[src/rtl/dot_product_accum.sv]
// -----------------------------------------------------------------------------
// dot_product_accum
//
// Sequential multiply-accumulate stage. A job is opened with a start pulse
// that carries the beat count (len). The block then accepts that many unsigned
// 8x8 operand pairs over a valid/ready stream. It sums their 16-bit products
// into an ACC_W-bit accumulator and presents the result on a held valid/ready
// output.
//
// Optional feature (compile-time macro):
//   DOT_PRODUCT_SATURATE_EN
//     defined   : a carry out of the accumulator clamps it to 2^ACC_W-1 for
//                 the rest of the job.
//     undefined : the accumulator wraps modulo 2^ACC_W.
//   In both builds, overflow is sticky and set by any carry out.
//
// Parameters:
//   ACC_W      accumulator / result width, legal range 16..32
//
// Ports:
//   clk        rising-edge clock
//   rst        asynchronous active-high reset
//   start      job start pulse, sampled only in IDLE
//   len        beats in the job, sampled with start (0 = empty job)
//   in_valid   operand pair valid
//   in_ready   block can accept an operand pair (high only in ACCUM)
//   in_x/in_y  unsigned 8-bit operands
//   out_valid  result valid (high only in DONE)
//   out_ready  consumer accepts the result
//   out_sum    accumulated sum, held after the handshake until the next start
//   overflow   sticky carry-out flag for the current job
//   busy       high in ACCUM or DONE
// -----------------------------------------------------------------------------

// 8x8 unsigned combinational multiplier feeding the accumulator.
module multipliern (
  input  logic [7:0]  x,
  input  logic [7:0]  y,
  output logic [15:0] z
);
  assign z = x * y;
endmodule

module dot_product_accum #(
  parameter int ACC_W = 24
) (
  input  logic             clk,
  input  logic             rst,
  input  logic             start,
  input  logic [7:0]       len,
  input  logic             in_valid,
  output logic             in_ready,
  input  logic [7:0]       in_x,
  input  logic [7:0]       in_y,
  output logic             out_valid,
  input  logic             out_ready,
  output logic [ACC_W-1:0] out_sum,
  output logic             overflow,
  output logic             busy
);

  typedef enum logic [1:0] {
    IDLE  = 2'd0,
    ACCUM = 2'd1,
    DONE  = 2'd2
  } state_t;

  state_t           state, state_nxt;
  logic [ACC_W-1:0] acc, acc_nxt;
  logic [7:0]       remaining, remaining_nxt;
  logic             ovf, ovf_nxt;

  logic [15:0]      product;
  logic [ACC_W:0]   sum_ext;
  logic             carry;
  logic             beat;

  multipliern u_mul (
    .x (in_x),
    .y (in_y),
    .z (product)
  );

  // One extra bit on the adder exposes the carry out of the accumulator.
  assign sum_ext = {1'b0, acc} + {{(ACC_W-15){1'b0}}, product};
  assign carry   = sum_ext[ACC_W];

  assign in_ready  = (state == ACCUM);
  assign out_valid = (state == DONE);
  assign busy      = (state != IDLE);
  assign beat      = in_valid & in_ready;

  // The accumulator is the result register. It is cleared only by start or by
  // reset, so its value persists after the output handshake.
  assign out_sum  = acc;
  assign overflow = ovf;

  always_comb begin
    // NOTE: every signal assigned here receives a default first. Any path that
    // leaves a variable unassigned would otherwise infer a latch.
    state_nxt     = state;
    acc_nxt       = acc;
    remaining_nxt = remaining;
    ovf_nxt       = ovf;

    unique case (state)
      IDLE: begin
        if (start) begin
          acc_nxt = '0;
          ovf_nxt = 1'b0;
          if (len == 8'd0) begin
            state_nxt = DONE;
          end else begin
            remaining_nxt = len;
            state_nxt     = ACCUM;
          end
        end
      end

      ACCUM: begin
        if (beat) begin
          remaining_nxt = remaining - 8'd1;
          if (carry) ovf_nxt = 1'b1;
`ifdef DOT_PRODUCT_SATURATE_EN
          // Once clamped, every further non-zero product carries again, so the
          // accumulator stays at full scale without a separate flag.
          acc_nxt = carry ? '1 : sum_ext[ACC_W-1:0];
`else
          acc_nxt = sum_ext[ACC_W-1:0];
`endif
          if (remaining == 8'd1) state_nxt = DONE;
        end
      end

      DONE: begin
        if (out_ready) state_nxt = IDLE;
      end

      default: state_nxt = IDLE;
    endcase
  end

  // NOTE: reset clears the whole datapath, not only the control state.
  // out_sum reads the accumulator directly, so a reset must present 0 there.
  always_ff @(posedge clk or posedge rst) begin
    if (rst) begin
      state     <= IDLE;
      acc       <= '0;
      remaining <= '0;
      ovf       <= 1'b0;
    end else begin
      // NOTE: non-blocking assignments make every register update from the
      // values held before the edge, regardless of statement order.
      state     <= state_nxt;
      acc       <= acc_nxt;
      remaining <= remaining_nxt;
      ovf       <= ovf_nxt;
    end
  end

endmodule
[config.mk]
export PLATFORM = sky130hd
export DESIGN_NAME = dot_product_accum
export DESIGN_NICKNAME = d
export VERILOG_FILES = /design/src/rtl/dot_product_accum.sv
export SDC_FILE = /design/constraint.sdc
export NUM_CORES = 1
export LEC_CHECK = 0
export CORE_MARGIN = 8
export CORE_UTILIZATION = 35
export DETAILED_ROUTE_END_ITERATION = 8
export HOLD_SLACK_MARGIN = 0.1
export PLACE_DENSITY = 0.5
export SETUP_SLACK_MARGIN = 0.05
export SLEW_MARGIN = 40
export SYNTH_ARGS = -nofsm -noshare
export SYNTH_HDL_FRONTEND = slang
export SYNTH_HIERARCHICAL = 1
export SYNTH_SLANG_ARGS = --single-unit
[constraint.sdc]
create_clock -name clk -period 6.8 [get_ports clk]
set_input_delay 1.36 -clock clk [delete_from_list [all_inputs] [get_ports clk]]
set_output_delay 1.36 -clock clk [all_outputs]
set_load 0.03 [all_outputs]
==> flow_summary.ini <==
[drt]
viasPerCell = 4.97
wl_per_cell_um = 14.5
first_pass_iters = 4
vias = 4181
drtIter0Drc = 143
postRouteAntennaNets = 0
wirelength_mm = 12.2
route.detailed.drc = 0

[setup_path]
r2r_cells = 9
path_cells = clkdlybuf4s50_1 > buf_4 > and2_1 > fa_2 > fa_1 > inv_1 > fa_1 > fa_1 > inv_1 > ha_4 > a211o_1 > o211ai_1 > nor3b_2 > xnor2_1 > ha_1 > buf_4 > nand4_1 > a2111o_1 > nand2_2 > a21oi_1 > a31o_2
crit_slowest_cell = fa_1
critPathKind = in -> reg
max_stage_delay_ps = 550
path_max_fanout = 6
critPathCaptureType = register
cp_top_family = adder cells
worst-path-stages = 21
critPathArrivalTime_ps = 6650
critPathLaunchType = input port
timing.critical_path.mode_cell = fa_1
path_buf_inv = 5
required_ps = 6970

[sta]
tns_ps = 0
fin_crit_sh_pct = 95.2
hold_viol_final = 0
grt_setup_unrepaired = false
fmaxAchievable_mhz = 154
worstMarginPinSlew_ps = 674
relSlewSlack_pct = 55.1
setup_viol = 0
slew_viol_final = 0
final.min_clock_period_ps = 6480
fin_skew_ps = 4.30

[synth]
ys_warn_count = 6
yosysUniqueCellTypes = 56
syn_area_sq_um = 4630
synth-seq-cells = 35
ys.flop_type = dfrtp_1
synth-seq-area-share_pct = 18.9
synth_nets = 669
synth_edf_count = 0
synthArstFlopShare_pct = 100
netlist_instances = 549
syn_avg_cell_area_sq_um = 8.43

[die]
rows = 42
die_w_um = 131
initial_core_util_pct = 35.4
fp.dieArea_sq_um = 17200
die_y_um = 131
io_pins = 57
design.core.area_sq_um = 13100

[clock_network]
cts_made_buffers = 5
clock_latency_ps = 280
root_buffer = clkbuf_16
clock-sinks = 35
path_clk_slew_ps = 60
hold_buffers = 0
cts_tree = built
clk_path_buf_depth = 2
htreeDepth = 2

[finish]
seq_area_sq_um = 876
multi_input_comb_area_sq_um = 3650
fin_area_sq_um = 6210
fillCellCount = 1294
antennaDiodeCount = 0
nNetsFinal = 784
final_layout_size_suffix_gt1_share_pct = 18.0
area_growth_pct = 34.2

[grt]
grt_max_degree = 36
antenna_found_initial = 0
overflow = 0
grt_pass1_vias = 4348
track_usage_pct = 14.9
grt_pass1_wl_mm = 20.5

[power]
ir_worst_vdd_v = 0.000295
total_power_mw = 2.87
total_leakage_power_nw = 2.98
p_per_area_nw_per_um2 = 462

[outcome]
status = completed

[place]
port_buffers = 56
place_congestion = 0.866
dp_hpwl_mm = 9.91
dpl_cell_area_sq_um = 5830

[job]
drv_cap = 0

[hold_path]
min_path_cells = 2
min_path_type = reg -> reg
## routing by layer
layer,share of wire (%),global-route usage (%),vias to the layer above
met5,0,0,-
met4,1.9,4.79,0
met3,3.7,2.19,18
met2,50,26.4,75
met1,44,18.0,1982
li1,-,-,2106
## where the power goes
part           switching (mW)  internal (mW)
clock                  0.0891          0.156
combinational            1.21           1.07
sequential             0.0705          0.278
## cell families after synthesis
kind of cell | share of synthesized area, %
AOI/OAI and AO/OA | 17.8
xor gates and xnor gates | 4.54
adders and majority gates | 30.6
buffers and inverters | 6.49
DFF | 18.9
muxes | 0.649
and+or+nand+nor | 21.0
## worst register-to-register path, delay by kind of cell (launching register included)
family	cells	cell delay (ps)
AO/OA/AOI/OAI	5	950
adder cells (fa/ha/maj)	2	650
buffers and inverters	1	180
XOR/XNOR	1	170
flip-flops	1	400
## cell usage after synthesis, drive strengths merged, types with 3 or more instances
| cell type | count | area share, % |
|---|---|---|
| nand4 | 3 | 0.41 |
| or4 | 3 | 0.49 |
| o31ai | 4 | 0.65 |
| xor2 | 9 | 1.7 |
| a22oi | 3 | 0.49 |
| a31oi | 5 | 0.68 |
| nor2 | 33 | 2.7 |
| a22o | 3 | 0.57 |
| o21a | 6 | 0.97 |
| o21ai | 43 | 4.6 |
| inv | 60 | 4.9 |
| dfrtp | 35 | 19 |
| o211ai | 4 | 0.65 |
| mux2i | 3 | 0.65 |
| clkbuf | 14 | 1.1 |
| ha | 54 | 15 |
| xnor2 | 15 | 2.8 |
| a21o | 5 | 0.84 |
| fa | 37 | 16 |
| a211o | 3 | 0.57 |
| and2 | 48 | 6.5 |
| and3 | 5 | 0.68 |
| or3 | 5 | 0.68 |
| nor2b | 3 | 0.41 |
| o21bai | 4 | 0.65 |
| nor3 | 9 | 0.97 |
| nand2 | 59 | 4.8 |
| a21oi | 35 | 3.8 |
| nand3 | 9 | 0.97 |
## cell usage in the layout, fill, tap and decap left out, types with 8 or more instances in the layout
cell type | netlist | routed
xor2_1 | 9 | 9
nand3_1 | 9 | 9
nand2_1 | 58 | 55
dfrtp_1 | 35 | 35
clkdlybuf4s50_1 | 0 | 46
a21oi_1 | 35 | 25
inv_1 | 60 | 60
buf_4 | 0 | 66
a21oi_2 | 0 | 10
nor2_1 | 33 | 31
o21ai_0 | 43 | 36
and2_1 | 47 | 46
xnor2_1 | 15 | 15
fa_1 | 37 | 36
ha_1 | 54 | 47
nor3_1 | 9 | 8
## repair_timing
item,4_1_cts,5_1_grt
setup endpoints to repair,7,14
setup buffers,1,0
gates resized for setup,9,46
pin swaps,4,27
## path summary, 6_finish.rpt
check,from,end,slack (ps)
worst max register to register,out_sum[0],out_sum[12],4320
max in group asynchronous,rst,out_sum[5],4960
min in group asynchronous,rst,remaining[2],1510
worst max-delay path,in_y[2],out_sum[20],320
worst min register to register,remaining[4],remaining[4],500
worst min-delay path,remaining[4],remaining[4],500
## layout make-up
class | count | area share (%)
clock buffers | 8 | 2.52
inverters | 60 | 3.63
repair buffers | 124 | 17.5
well taps | 176 | 3.54
multi-input cells | 438 | 58.8
flip-flops and latches | 35 | 14.1
## through the flow
step | cells | hold WS (ps) | utilization (%) | setup slack (ps)
finish | 841 | 501 | 47.5 | 324
global route | 841 | 541 | 47.5 | 47.0
CTS | 840 | 508 | 45.9 | 55.3
detailed placement | 831 | 495 | 44.6 | -272
global placement | 831 | 493 | 44.6 | -284
floorplan | 549 | 461 | - | 251
## flip-flops by register name (all words and copies together), names as in the netlist
signal,flops
out_sum,24
overflow,1
remaining,8
state,2
(Power assumes the default switching activity.)
